## config.mk

```make
export PLATFORM = sky130hd
export DESIGN_NAME = alu_operand_sequencer
export DESIGN_NICKNAME = d
export VERILOG_FILES = /design/src/rtl/alu_operand_sequencer.sv
export SDC_FILE = /design/constraint.sdc
export NUM_CORES = 1
export LEC_CHECK = 0
export BUFFER_PORTS_ARGS = -buffer_cell sky130_fd_sc_hd__buf_4
export CORE_UTILIZATION = 42
export DETAILED_ROUTE_END_ITERATION = 16
export PLACE_DENSITY = 0.75
export SYNTH_ARGS = -nofsm -noshare
export SYNTH_HDL_FRONTEND = slang
export SYNTH_SLANG_ARGS = --single-unit
```

## constraint.sdc

```tcl
create_clock -name clk -period 1.4 [get_ports clk]
set_clock_uncertainty 0.1 [all_clocks]
set_input_delay 0.07 -clock clk [delete_from_list [all_inputs] [get_ports clk]]
set_output_delay 0.07 -clock clk [all_outputs]
set_load 0.005 [all_outputs]
```

## src/rtl/alu_operand_sequencer.sv

```systemverilog
// ----------------------------------------------------------------------------
// alu_operand_sequencer
//
// Sequential front end and result latch for the N-bit ALU. A single shared
// switch bus (data_in) and one load button are used to enter operand A,
// operand B and the 2-bit opcode in turn. The captured values drive the ALU
// directly; one cycle after the opcode is entered the ALU's combinational
// Result and {n,c,z,v} Status are latched and held for display until the
// next load press starts a new operation.
//
// Ports:
//   clk          in   rising-edge system clock
//   rst_n        in   asynchronous active-low reset
//   data_in      in   N-bit switch bus; [1:0] carry the opcode in GET_OP
//   load         in   debounced, synchronized button level (rising edge acts)
//   clear        in   synchronous abort to GET_A, overrides load
//   alu_a        out  registered operand A to the ALU
//   alu_b        out  registered operand B to the ALU
//   alu_opcode   out  registered opcode to the ALU
//   alu_result   in   combinational ALU Result
//   alu_status   in   combinational ALU Status {n,c,z,v}
//   result_q     out  latched ALU Result
//   status_q     out  latched ALU Status {n,c,z,v}
//   result_valid out  high while result_q/status_q hold a completed operation
//   step         out  2-bit state code for the LEDs
//   display      out  data_in while entering values, result_q in SHOW
// ----------------------------------------------------------------------------
module alu_operand_sequencer #(
  parameter int N = 8
) (
  input  logic         clk,
  input  logic         rst_n,
  input  logic [N-1:0] data_in,
  input  logic         load,
  input  logic         clear,
  output logic [N-1:0] alu_a,
  output logic [N-1:0] alu_b,
  output logic [1:0]   alu_opcode,
  input  logic [N-1:0] alu_result,
  input  logic [3:0]   alu_status,
  output logic [N-1:0] result_q,
  output logic [3:0]   status_q,
  output logic         result_valid,
  output logic [1:0]   step,
  output logic [N-1:0] display
);

  // EXEC and SHOW both show step 11 on the LEDs, so bit 2 of the state
  // register is what tells them apart; step is simply state_q[1:0].
  localparam logic [2:0] ST_GET_A  = 3'b000;
  localparam logic [2:0] ST_GET_B  = 3'b001;
  localparam logic [2:0] ST_GET_OP = 3'b010;
  localparam logic [2:0] ST_EXEC   = 3'b011;
  localparam logic [2:0] ST_SHOW   = 3'b111;

  logic [2:0]   state_q,        state_d;
  logic         load_prev_q,    load_prev_d;
  logic [N-1:0] alu_a_q,        alu_a_d;
  logic [N-1:0] alu_b_q,        alu_b_d;
  logic [1:0]   alu_opcode_q,   alu_opcode_d;
  logic [N-1:0] result_d;
  logic [3:0]   status_d;
  logic         result_valid_q, result_valid_d;
  logic         ld_edge;

  // A press is the rising edge of the already-debounced load level. Because
  // load_prev resets to 1, a button held through reset looks like "already
  // seen" and cannot advance the sequence until it is released and pressed.
  assign ld_edge = load & ~load_prev_q;

  // Next-state and datapath capture logic. clear is checked first so that a
  // simultaneous press is discarded; load_prev still tracks load in every
  // case, which means that discarded press is consumed rather than deferred.
  always_comb begin
    state_d        = state_q;
    load_prev_d    = load;
    alu_a_d        = alu_a_q;
    alu_b_d        = alu_b_q;
    alu_opcode_d   = alu_opcode_q;
    result_d       = result_q;
    status_d       = status_q;
    result_valid_d = result_valid_q;

    if (clear) begin
      state_d        = ST_GET_A;
      alu_a_d        = '0;
      alu_b_d        = '0;
      alu_opcode_d   = '0;
      result_d       = '0;
      status_d       = '0;
      result_valid_d = 1'b0;
    end else begin
      case (state_q)
        ST_GET_A: begin
          if (ld_edge) begin
            alu_a_d = data_in;
            state_d = ST_GET_B;
          end
        end
        ST_GET_B: begin
          if (ld_edge) begin
            alu_b_d = data_in;
            state_d = ST_GET_OP;
          end
        end
        ST_GET_OP: begin
          if (ld_edge) begin
            alu_opcode_d = data_in[1:0];
            state_d      = ST_EXEC;
          end
        end
        // The ALU has had a full cycle to settle on the new operands and
        // opcode; any press arriving now is deliberately dropped.
        ST_EXEC: begin
          result_d       = alu_result;
          status_d       = alu_status;
          result_valid_d = 1'b1;
          state_d        = ST_SHOW;
        end
        // Operands are kept on return to GET_A so the ALU inputs do not
        // glitch; only the valid flag is withdrawn.
        ST_SHOW: begin
          if (ld_edge) begin
            result_valid_d = 1'b0;
            state_d        = ST_GET_A;
          end
        end
        default: begin
          state_d = ST_GET_A;
        end
      endcase
    end
  end

  // State and data registers. Reset puts every data register to zero and
  // treats load as already high, so nothing is captured out of reset.
  always_ff @(posedge clk or negedge rst_n) begin
    if (!rst_n) begin
      state_q        <= ST_GET_A;
      load_prev_q    <= 1'b1;
      alu_a_q        <= '0;
      alu_b_q        <= '0;
      alu_opcode_q   <= '0;
      result_q       <= '0;
      status_q       <= '0;
      result_valid_q <= 1'b0;
    end else begin
      state_q        <= state_d;
      load_prev_q    <= load_prev_d;
      alu_a_q        <= alu_a_d;
      alu_b_q        <= alu_b_d;
      alu_opcode_q   <= alu_opcode_d;
      result_q       <= result_d;
      status_q       <= status_d;
      result_valid_q <= result_valid_d;
    end
  end

  assign alu_a        = alu_a_q;
  assign alu_b        = alu_b_q;
  assign alu_opcode   = alu_opcode_q;
  assign result_valid = result_valid_q;
  assign step         = state_q[1:0];

  // During EXEC result_q is still stale, so the switches stay on display
  // until the latched result is actually present.
  assign display = (state_q == ST_SHOW) ? result_q : data_in;

endmodule

```

# == Word-level counts from Yosys, hierarchy flattened ==
# Cells that the tools add are included.
# totals
regBits,35
input_bits,24
output_inout_bits,41
# op_classes
n_eq_ne,8
mux,22
bitwise_logic,2
reduce_logical,12
# op_table
cell,n
8-bit 2-to-1 mux,8
3-bit 2-to-1 mux,5
3-bit case mux with 5 select lines,1
3-bit inequality test (second input constant),4
2-bit nonzero test,5
4-bit 2-to-1 mux,2
2-bit AND reduction,4
3-bit by 2-bit == test with 1-bit output (second input constant),2
2-bit 2-to-1 mux,3
4-bit AND reduction,1
3-bit by 1-bit == test with 1-bit output (second input constant),1
3-bit == test (second input constant),1
3-bit logical NOT,1
3-bit nonzero test,1
1-bit 2-to-1 mux,2
1-bit case mux with 2 select lines,1
1-bit bitwise AND,1
1-bit NOT,1

# == Depth between registers and ports, before layout ==
# Gate-level depths: netlist (run 1).
# depth
word_depth,5
depth_mapped,5

# == Worst setup path after synthesis (run 1) ==
# No wires, ideal clock.
# synth_timing
path_type,register to register
startpoint,register state_q[1]
endpoint,"register alu_a_q[0], in the netlist alu_a[0]"
setup_time_ns,0.079
arrival_ns,1.307
required_ns,1.221
path_slack_ns,-0.086
stages_incl_launch_ff,4
period_less_slack_ns,1.486
cell_sequence,dfrtp_1 buf_8 nor4_4 mux2i_1
# synth_between
elab_chain_cells,3
# synth_rtl
item,line,source
from (decl),56,"logic [2:0] state_q, state_d;"
from (signal assigned),148,state_q <= state_d;
3-bit logical NOT,93,case (state_q)
2-bit nonzero test (no line),-,
2-bit AND reduction (no line),-,
to (signal assigned),150,alu_a_q <= alu_a_d;
to (decl),58,"logic [N-1:0] alu_a_q, alu_a_d;"
# No other way between the ends.
# A chain may end at the register's enable or synchronous reset.

# == Worst setup path after layout (run 1) ==
# layout_timing
startpoint,register state_q[0]
endpoint,output port display[6]
# layout_between
elab_chain_cells,2
# layout_rtl
item,line,source
3-bit == test,167,assign display = (state_q == ST_SHOW) ? result_q : data_in;
8-bit 2-to-1 mux,167,
to (decl),45,output logic [N-1:0] display
# No other way between the ends.

==> results of run 1 <==
[layout make-up]
class | instances | area share, %
Timing Repair Buffer | 106 | 35.2
Sequential cell | 35 | 32.4
Multi-Input combinational cell | 82 | 26.0
Clock buffer | 8 | 3.70
Tap cell | 46 | 2.12
Inverter | 3 | 0.554
[flip-flops by register name, indices dropped and copies added (netlist names)]
name / flops
alu_b: 8
alu_opcode: 2
state_q: 3
load_prev_q: 1
status_q: 4
result_valid: 1
alu_a: 8
result_q: 8
[placed cells by master, fill, tap and decap left out, types with 2 or more instances in the layout]
| master | n |
|---|---|
| a22o_1 | 12 |
| mux2_4 | 8 |
| buf_4 | 62 |
| clkbuf_8 | 7 |
| dfrtp_1 | 33 |
| mux2i_1 | 17 |
| buf_12 | 2 |
| dlygate4sd3_1 | 19 |
| nand2_1 | 28 |
| buf_6 | 23 |
[Yosys cell counts, drive strengths merged]
master  count
dfrtp      34
nand2      29
mux2i      18
a22o       12
buf        10
mux2        8
inv         3
a31oi       2
a21oi       1
a221oi      1
and4bb      1
clkbuf      1
dfstp       1
nand2b      1
nand3       1
nand3b      1
nor2b       1
nor3        1
nor4        1
o2111a      1
o221a       1
or3         1
or4         1
[how the worst min path moves through the flow]
stage | startpoint | end | slack, ns | cells past startpoint
3_3_place_gp | rst_n | alu_b[4] | -0.07 | 1
2_1_floorplan | rst_n | alu_a[0] | -0.33 | 0
5_1_grt | data_in[4] | alu_b[4] | 0.005 | 3
6_report | data_in[4] | alu_b[4] | 0.01 | 3
4_1_cts | data_in[4] | alu_b[4] | 0.005 | 3
3_5_place_dp | rst_n | alu_b[2] | -0.06 | 1
[repair_timing]
action | CTS | global route
hold endpoints to repair | 57 | 0
setup buffers | 7 | 1
hold buffers | 19 | 0
setup endpoints to repair | 39 | 41
gates resized for setup | 40 | 10
pin swaps | 4 | 20
gates cloned | 3 | 0
[power groups by stage]
stage               clock network [W]  logic, W  registers, W
floorplan                           0  0.000101       0.00107
global placement                    0  0.000247       0.00107
detailed placement                  0  0.000255       0.00107
CTS                          0.000805  0.000342       0.00105
global route                 0.000859  0.000380       0.00105
finish                       0.000782  0.000357       0.00105
[metal layers]
metal  global-route usage [%]  up-vias
met1                     26.8      714
li1                         -      662
met4                     10.2        0
met3                     5.62        8
met2                     44.8       44
met5                        0        -
[through the flow]
stage / cells / area, um2 / hold slack (ns) / utilization, %
floorplan: 131 / 1580 / -0.326 / -
global placement: 242 / 2160 / -0.0681 / 62.2
detailed placement: 242 / 2160 / -0.0589 / 62.2
CTS: 279 / 2660 / 0.00509 / 76.8
global route: 280 / 2710 / 0.00495 / 78.1
finish: 280 / 2710 / 0.0126 / 78.1
[kinds of logic (layout without fill, tap and decap cells)]
family | after synthesis | in the layout
AO/OA/AOI/OAI | 18 | 18
multiplexers | 26 | 26
AND/OR/NAND/NOR | 38 | 38
buffers and inverters | 14 | 117
flip-flops | 35 | 35
[worst max-delay path, stage by stage, from the launching register on]
cell and delay, ns:
dfrtp_2 0.45, nand3_2 0.11, buf_6 0.14, mux2_4 0.31, buf_6 0.12
==> flow_summary_export.csv, run 1 <==
group,metric,value,unit
run_status,violations,"setup timing",
die,rows,21,
route,wl_met3,174,um
worst_setup_path,r2r-end,"alu_a[0]",
power,p_switching,0.000499,W
yosys,synth_compound_area_share,9.79,%
flow_run,cap_violations,0,
yosys,syn_inst,131,
clocking,clk_latency,0.28,ns
yosys,yosysSeqAreaShare,55.8,%
finish,layout-drive-gt1-share,50.9,%
power,p_leak,1.41,nW
yosys,ys_top_cells_by_area,"dfrtp_1, mux2i_1, nand2_1",
power,cellPowerDensity,809,mW/mm2
yosys,yosysTopAreaCell,"dfrtp_1",
worst_setup_path,startpoint,"state_q[0]",
route,drt_first_pass_iters,4,
finish,fillCellCount,221,
worst_setup_path,end_kind,"output pin",
die,io_pins,65,
die,die_w,63.2,um
yosys,synth_top_family_by_area,"multiplexers",
route,wire_per_inst,16.5,um
placement,place_congestion,0.797,
yosys,ys.warnings.count,0,
yosys,netlist_area,0.00157,mm2
route,vias,1428,
grt,grt_remaining_overflow,0,
worst_setup_path,reg2reg_depth,5,
grt,grt.total_usage,24.4,%
hold_path,hold_class,"in -> reg",
power,p_seq_share,48.0,%
die,dieHeight,63.2,um
timing,final_max_slew_viol_count,0,
yosys,synth_fa_ha_area_share,0,%
yosys,yosysTopAreaCellShare,54.1,%
grt,grt_pass1_vias,1490,
placement,io_buffers,64,
yosys,synth.mux.area_fraction,17.2,%
clocking,cts_tree,"done",
route,drc,0,
finish,layout.nets,257,
yosys,synth_fp_nets,155,
yosys,synth.avg_cell_area,12.0,um2
timing,hold_viol_final,0,
clocking,path_clk_slew,0.07,ns
route,met1Wirelength,1.86,mm
route,final_antenna_net_count,0,
worst_setup_path,critical_path_class,"reg -> out",
clocking,clk_path_buf_depth,2,
route,routed_via_density,5.10,
grt,antenna_found_initial,0,
timing,max_freq,0.634,GHz
grt,grt_pass1_wl,7.30,mm
clocking,cts_root_buffer,"clkbuf_8",
clocking,cts_buffers,5,
die,die_area,0.00399,mm2
timing,fin_ws,-0.178,ns
finish,multiInputGateArea,703,um2
route,drt_iter0_drc,84,
route,routed_wl,4.63,mm
grt,grt_max_degree,36,
timing,rsz0062_at_grt,"yes",
timing,finalSetupViolCount,40,
worst_setup_path,required,1.23,ns
timing,worst_slew_pin_slew,0.453,ns
worst_setup_path,reg2reg_from,"state_q[2]",
finish,seqCellArea,878,um2
placement,post-place-ws,-0.0751,ns
placement,dp_hpwl,2.81,mm
clocking,htreeDepth,2,
worst_setup_path,worstSetupStartpointType,"flop",
worst_setup_path,arrival,1.41,ns
worst_setup_path,r2r_slack,-0.13,ns
power,p_total,0.00219,W
power,pwr-share-comb,16.3,%
route,maxUsedRoutingLayer,"met4",
timing,relSlewSlack,69.8,%
power,internal_power,0.00169,W
die,start_util,45.3,%
yosys,synthXorXnorAreaFrac,0,%
route,wl_met2,2.51,mm
yosys,synth_simple_gate_area_share,12.1,%
power,peakVddDrop,0.650,mV
die,core_area,0.00347,mm2
power,power_frac_clock,35.7,%
worst_setup_path,cp_max_fo,5,
finish,diodes,0,
run_status,status,"finished, violations left",
yosys,synth.distinct_cells,27,
timing,tns,-3.53,ns
yosys,synth_seq_cells,35,
clocking,cts.sinks,35,
timing,fin_crit,1.58,ns
power,switching_share,22.8,%
timing,finalCritPeriodShare,113,%
worst_setup_path,critPathCapture,"display[6]",
finish,area_growth,72.2,%
No activity file was read; power rests on OpenSTA's default activity.
==> run 2: changes to the inputs <==
CORE_UTILIZATION = 47   (was 42)
PLACE_DENSITY = 0.79   (was 0.75)
clock period = 1.6 ns   (was 1.4 ns; I/O delays follow)
==> run 2 against run 1 <==
- the run still ends with setup timing left
- cell count is 0.36% lower
- clock power is 39% lower
- largest power group unchanged
- highest routed layer unchanged
- setup slack better by 0.024 ns
- critical endpoint unchanged
- die area is 10% lower
- wire length is 2.7% higher
- global-route usage is 3.8 points higher
- largest cell class unchanged
==> flow_summary_export.csv, run 2 (synthesis gave the netlist of run 1 again) <==
group,metric,value,unit
die,die_area,0.00358,mm2
route,final_antenna_net_count,0,
timing,max_freq,0.570,GHz
die,rows,20,
finish,area_growth,67.3,%
die,die_w,59.8,um
route,wire_per_inst,17.0,um
clocking,cts_root_buffer,"clkbuf_4",
power,p_leak,1.39,nW
finish,layoutNonFillerInstCount,279,
route,drt_first_pass_iters,5,
hold_path,hold_class,"in -> async",
timing,relSlewSlack,70.1,%
worst_setup_path,crit_chain,"buf_6 > nand3_4 > buf_6 > mux2_4 > buf_6",
die,dieHeight,59.8,um
route,routed_via_density,5.28,
route,vias,1473,
timing,rsz0062_at_grt,"yes",
clocking,cts_buffers,5,
placement,place_inst,236,
placement,place_congestion,0.944,
worst_setup_path,end_kind,"output pin",
finish,layout-drive-gt1-share,48.1,%
finish,final_area,0.00263,mm2
grt,grt_max_degree,36,
timing,whs,0.110,ns
route,drt_iter0_drc,53,
clocking,path_clk_slew,0.11,ns
clocking,clk_latency,0.35,ns
die,core_area,0.00310,mm2
worst_setup_path,critical-path-top-delay-family,"flip-flops",
finish,layout.nets,258,
route,routed_wl,4.76,mm
die,start_util,50.7,%
worst_setup_path,arrival,1.57,ns
placement,io_buffers,64,
timing,fin_ws,-0.153,ns
grt,grt.total_usage,28.2,%
worst_setup_path,cp_max_fo,5,
finish,diodes,0,
worst_setup_path,critical_path_class,"reg -> out",
run_status,violations,"setup timing",
worst_setup_path,critical_path.slowest_cell,"dfrtp_1",
worst_setup_path,required,1.42,ns
power,cellPowerDensity,652,mW/mm2
die,io_pins,65,
grt,grt_remaining_overflow,0,
clocking,cts_tree,"done",
timing,fin_crit,1.75,ns
clocking,clk_path_buf_depth,2,
route,drc,0,
timing,worst_slew_pin_slew,0.448,ns
clocking,htreeDepth,2,
clocking,cts.sinks,35,
worst_setup_path,crit_top_cell,"buf_6",
grt,grt_pass1_vias,1470,
worst_setup_path,worstSetupStartpointType,"flop",
timing,hold_viol_final,0,
worst_setup_path,critPathMaxStageDelay,0.44,ns
timing,finalCritPeriodShare,110,%
worst_setup_path,critPathBufInv,3,
power,peakVddDrop,0.518,mV
placement,postPlaceCellArea,0.00212,mm2
placement,dp_hpwl,2.56,mm
finish,final_cell_mix,"buf_4, dfrtp_1, nand2_1",
flow_run,cap_violations,0,
timing,finalSetupViolCount,20,
run_status,status,"finished, violations left",
grt,grt_pass1_wl,7.11,mm
grt,antenna_found_initial,0,
timing,final_max_slew_viol_count,0,
finish,final_common_cell,"buf_4",
==> run 2: cell types whose count changed in the layout (fill, tap and decap cells not counted), moves of 3 or more <==
| cell | previous run | this run |
|---|---|---|
| buf_4 | 62 | 66 |
| buf_6 | 23 | 16 |
| clkbuf_4 | 0 | 5 |
| clkbuf_8 | 7 | 0 |
| clkinv_2 | 0 | 3 |
| dlygate4sd3_1 | 19 | 23 |
==> run 2: power breakdown <==
group / internal (W) / switching (W) / total, W
registers: 0.000905 / 0.0000150 / 0.000920
clock network: 0.000163 / 0.000314 / 0.000477
logic: 0.000184 / 0.000134 / 0.000317
total: 0.00125 / 0.000462 / 0.00171
==> run 2: path summary, 6_finish.rpt <==
kind,startpoint,end,slack (ns),depth (start not counted)
worst max-delay path,state_q[0],display[6],-0.15,5
max in group asynchronous,rst_n,load_prev_q,0.95,2
worst max register to register,state_q[0],state_q[0],-0.12,6
worst min-delay path,rst_n,alu_a[6],0.11,2
worst min register to register,status_q[0],status_q[0],0.44,1
min in group clk,load,load_prev_q,0.36,2
==> run 2: area by class of cell <==
type                    count  area [um2]
flip-flops and latches     35         878
fillers                   167         472
clock inverters             3        15.0
clock buffers               5        37.5
well taps                  44        55.1
repair buffers            107         946
inverters                   3        11.3
multi-input cells          82         688
==> run 2: per-layer routing <==
layer | up-vias | share of wire, % | global-route usage [%]
met3 | 15 | 5.9 | 9.74
met2 | 69 | 52 | 49.5
met4 | 0 | 3.3 | 11.3
met1 | 721 | 39 | 31.0
li1 | 668 | - | -
met5 | - | 0 | 0
==> run 2: per-stage QoR <==
stage               total power, W  utilization [%]  TNS, ns  setup WS [ns]
floorplan                  0.00102                -        0          0.114
global placement           0.00115             68.4   -0.184        -0.0178
detailed placement         0.00115             68.4    -1.29         -0.116
CTS                        0.00168             82.3   -0.958         -0.136
global route               0.00178             84.8    -2.66         -0.197
finish                     0.00171             84.8    -1.64         -0.153
==> run 2: what timing repair did <==
item,in CTS,in global routing
pin swaps,1,2
endpoints found under the setup margin,20,37
gates resized for setup,26,8
hold buffers,23,0
endpoints found under the hold margin,68,0
cloned,1,0
setup buffers,5,6
==> run 3: changes to the inputs <==
CELL_PAD_IN_SITES_DETAIL_PLACEMENT = 0   (was unset)
CELL_PAD_IN_SITES_GLOBAL_PLACEMENT = 1   (was unset)
CORE_UTILIZATION = 36   (was 47)
PLACE_DENSITY = 0.8   (was 0.79)
==> run 3 against run 2 <==
- the flow still finishes with violations (setup timing)
- power grew 4.2%
- worst hold slack lost 0.10 ns
- design area shrank 4.5%
- global-route usage shrank 9.1 points
- first-iteration DRC count shrank 1.9%
- die area grew 29%
- cell count shrank 2.5%
- setup slack gained 0.14 ns
- fmax grew 8.8%
- wire length shrank 13%
- highest routed layer unchanged
==> flow_summary_export.csv, run 3 (synthesis gave the netlist of run 1 again) <==
group,metric,value,unit
power,switching_share,23.3,%
worst_setup_path,reg2reg_depth,4,
worst_setup_path,critical-path-top-delay-family,"flip-flops",
worst_setup_path,arrival,1.43,ns
clocking,cts.sinks,35,
run_status,violations,"setup timing",
worst_setup_path,critical_path_class,"reg -> out",
worst_setup_path,critical_path.slowest_cell,"dfrtp_2",
clocking,cts_buffers,5,
power,peakVddDrop,0.492,mV
grt,use_met3,5.50,%
placement,dp_hpwl,2.86,mm
worst_setup_path,r2r-end,"alu_opcode[1]",
hold_path,hold_class,"in -> reg",
finish,area_growth,59.7,%
power,p_seq_share,51.7,%
power,internal_power,0.00137,W
finish,layout-drive-gt1-share,45.5,%
route,drt_first_pass_iters,4,
power,pwr-share-comb,15.1,%
grt,antenna_found_initial,0,
power,power_frac_clock,33.2,%
die,io_pins,65,
power,cellPowerDensity,711,mW/mm2
route,final_antenna_net_count,0,
clocking,cts_tree,"done",
die,core_area,0.00409,mm2
placement,place_congestion,0.840,
grt,grt.total_usage,19.1,%
power,p_leak,1.32,nW
route,drc,0,
die,rows,23,
die,start_util,38.5,%
finish,layout.nets,245,
power,p_switching,0.000416,W
timing,finalCritPeriodShare,101,%
grt,grt_max_degree,36,
timing,rsz0062_at_grt,"yes",
finish,diodes,0,
timing,finalSetupViolCount,3,
worst_setup_path,cp.depth,4,
clocking,cts_root_buffer,"clkbuf_8",
worst_setup_path,startpoint,"state_q[1]",
grt,met1_usage,24.3,%
flow_run,cap_violations,0,
grt,gr-max-usage-layer,"met2",
timing,hold_viol_final,0,
clocking,path_clk_slew,0.07,ns
finish,seqCellArea,880,um2
hold_path,min_path_cells,3,
timing,max_freq,0.621,GHz
timing,worst_slew_pin_slew,0.593,ns
die,die_area,0.00464,mm2
worst_setup_path,end_kind,"output pin",
grt,grt_remaining_overflow,0,
grt,grt_pass1_wl,6.34,mm
placement,io_buffers,64,
timing,fin_crit,1.61,ns
finish,finalCoreUtilization,61.5,%
hold_path,min-delay-start,"data_in[5]",
hold_path,min_to,"alu_b[5]",
worst_setup_path,required,1.42,ns
worst_setup_path,cp_max_fo,7,
die,die_w,68.1,um
finish,fillCellCount,324,
timing,tns,-0.0147,ns
worst_setup_path,crit_chain,"nand3_4 > buf_8 > mux2_4 > buf_6",
run_status,status,"finished, violations left",
route,routed_via_density,4.87,
clocking,htreeDepth,2,
timing,fin_ws,-0.0107,ns
worst_setup_path,worstSetupStartpointType,"flop",
route,routed_wl,4.15,mm
timing,relSlewSlack,60.3,%
clocking,clk_latency,0.27,ns
finish,multiInputGateArea,663,um2
route,vias,1325,
worst_setup_path,r2r_slack,0.07,ns
worst_setup_path,critPathBufInv,2,
timing,final_max_slew_viol_count,0,
clocking,clk_path_buf_depth,2,
finish,final_common_cell,"buf_4",
die,dieHeight,68.1,um
grt,grt_pass1_vias,1365,
grt,use_met2,30.6,%
route,drt_iter0_drc,52,
route,wire_per_inst,15.3,um
worst_setup_path,reg2reg_from,"state_q[1]",
finish,final_cell_mix,"buf_4, dfrtp_1, nand2_1",
worst_setup_path,critPathMaxStageDelay,0.46,ns
run 3: changes by cell type in the layout (fill, tap and decap cells not counted), moves of 2 or more:
| cell | before | now |
|---|---|---|
| buf_6 | 16 | 9 |
| clkbuf_8 | 0 | 5 |
| clkbuf_1 | 0 | 2 |
| mux2i_2 | 2 | 0 |
| dlygate4sd3_1 | 23 | 17 |
| mux2i_1 | 16 | 18 |
| clkbuf_4 | 5 | 0 |
| clkinv_2 | 3 | 1 |
run 3: cell type report:
| class | instances | area share (%) |
|---|---|---|
| Multi-Input combinational cell | 82 | 26.4 |
| Timing Repair Buffer | 94 | 32.4 |
| Clock inverter | 1 | 0.199 |
| Tap cell | 50 | 2.49 |
| Clock buffer | 7 | 3.04 |
| Inverter | 3 | 0.448 |
| Sequential cell | 35 | 35.0 |
run 3: power by group through the flow:
stage | clock network [W] | registers (W) | logic [W]
6_report | 0.000592 | 0.000924 | 0.000271
3_5_place_dp | 0 | 0.000938 | 0.000220
3_3_place_gp | 0 | 0.000936 | 0.000215
4_1_cts | 0.000611 | 0.000923 | 0.000261
5_1_grt | 0.000650 | 0.000925 | 0.000293
2_1_floorplan | 0 | 0.000934 | 0.0000884
run 3: worst max path at each step:
stage | to | slack [ns]
floorplan | alu_a[0] | 0.11
global placement | result_q[2] | -0.0004
detailed placement | result_q[5] | -0.10
CTS | display[4] | -0.06
global route | display[6] | -0.05
finish | display[6] | -0.01
run 3: worst reg2reg max path, delay by kind of cell (launching register included):
| kind | cells | cell delay, ns |
|---|---|---|
| simple gates | 1 | 0.55 |
| flops | 1 | 0.44 |
| buf+inv | 2 | 0.19 |
| mux | 1 | 0.14 |
run 3: layer usage:
| metal | vias up | routed length (um) |
|---|---|---|
| li1 | 639 | - |
| met1 | 624 | 1880 |
| met2 | 55 | 1970 |
| met3 | 7 | 237 |
| met4 | 0 | 59 |
| met5 | - | 0 |
run 3: what timing repair did:
| item | 4_1_cts | 5_1_grt |
|---|---|---|
| resized for setup | 16 | 10 |
| pin swaps | 0 | 1 |
| endpoints found under the hold margin | 52 | 0 |
| cloned | 1 | 0 |
| setup endpoints to repair | 20 | 12 |
| hold buffers | 17 | 0 |
| setup buffers | 2 | 2 |
run 3: stage by stage:
step / total power (W) / area, um2 / worst slack, ns / std cells / hold WS [ns]
after floorplan: 0.00102 / 1570 / 0.114 / 131 / -0.316
final: 0.00179 / 2510 / -0.0107 / 272 / 0.00872
after global placement: 0.00115 / 2140 / -0.000421 / 243 / -0.0513
after detailed placement: 0.00116 / 2140 / -0.102 / 243 / -0.0413
after global routing: 0.00187 / 2510 / -0.0467 / 272 / 0.0194
after CTS: 0.00180 / 2470 / -0.0635 / 271 / 0.000732
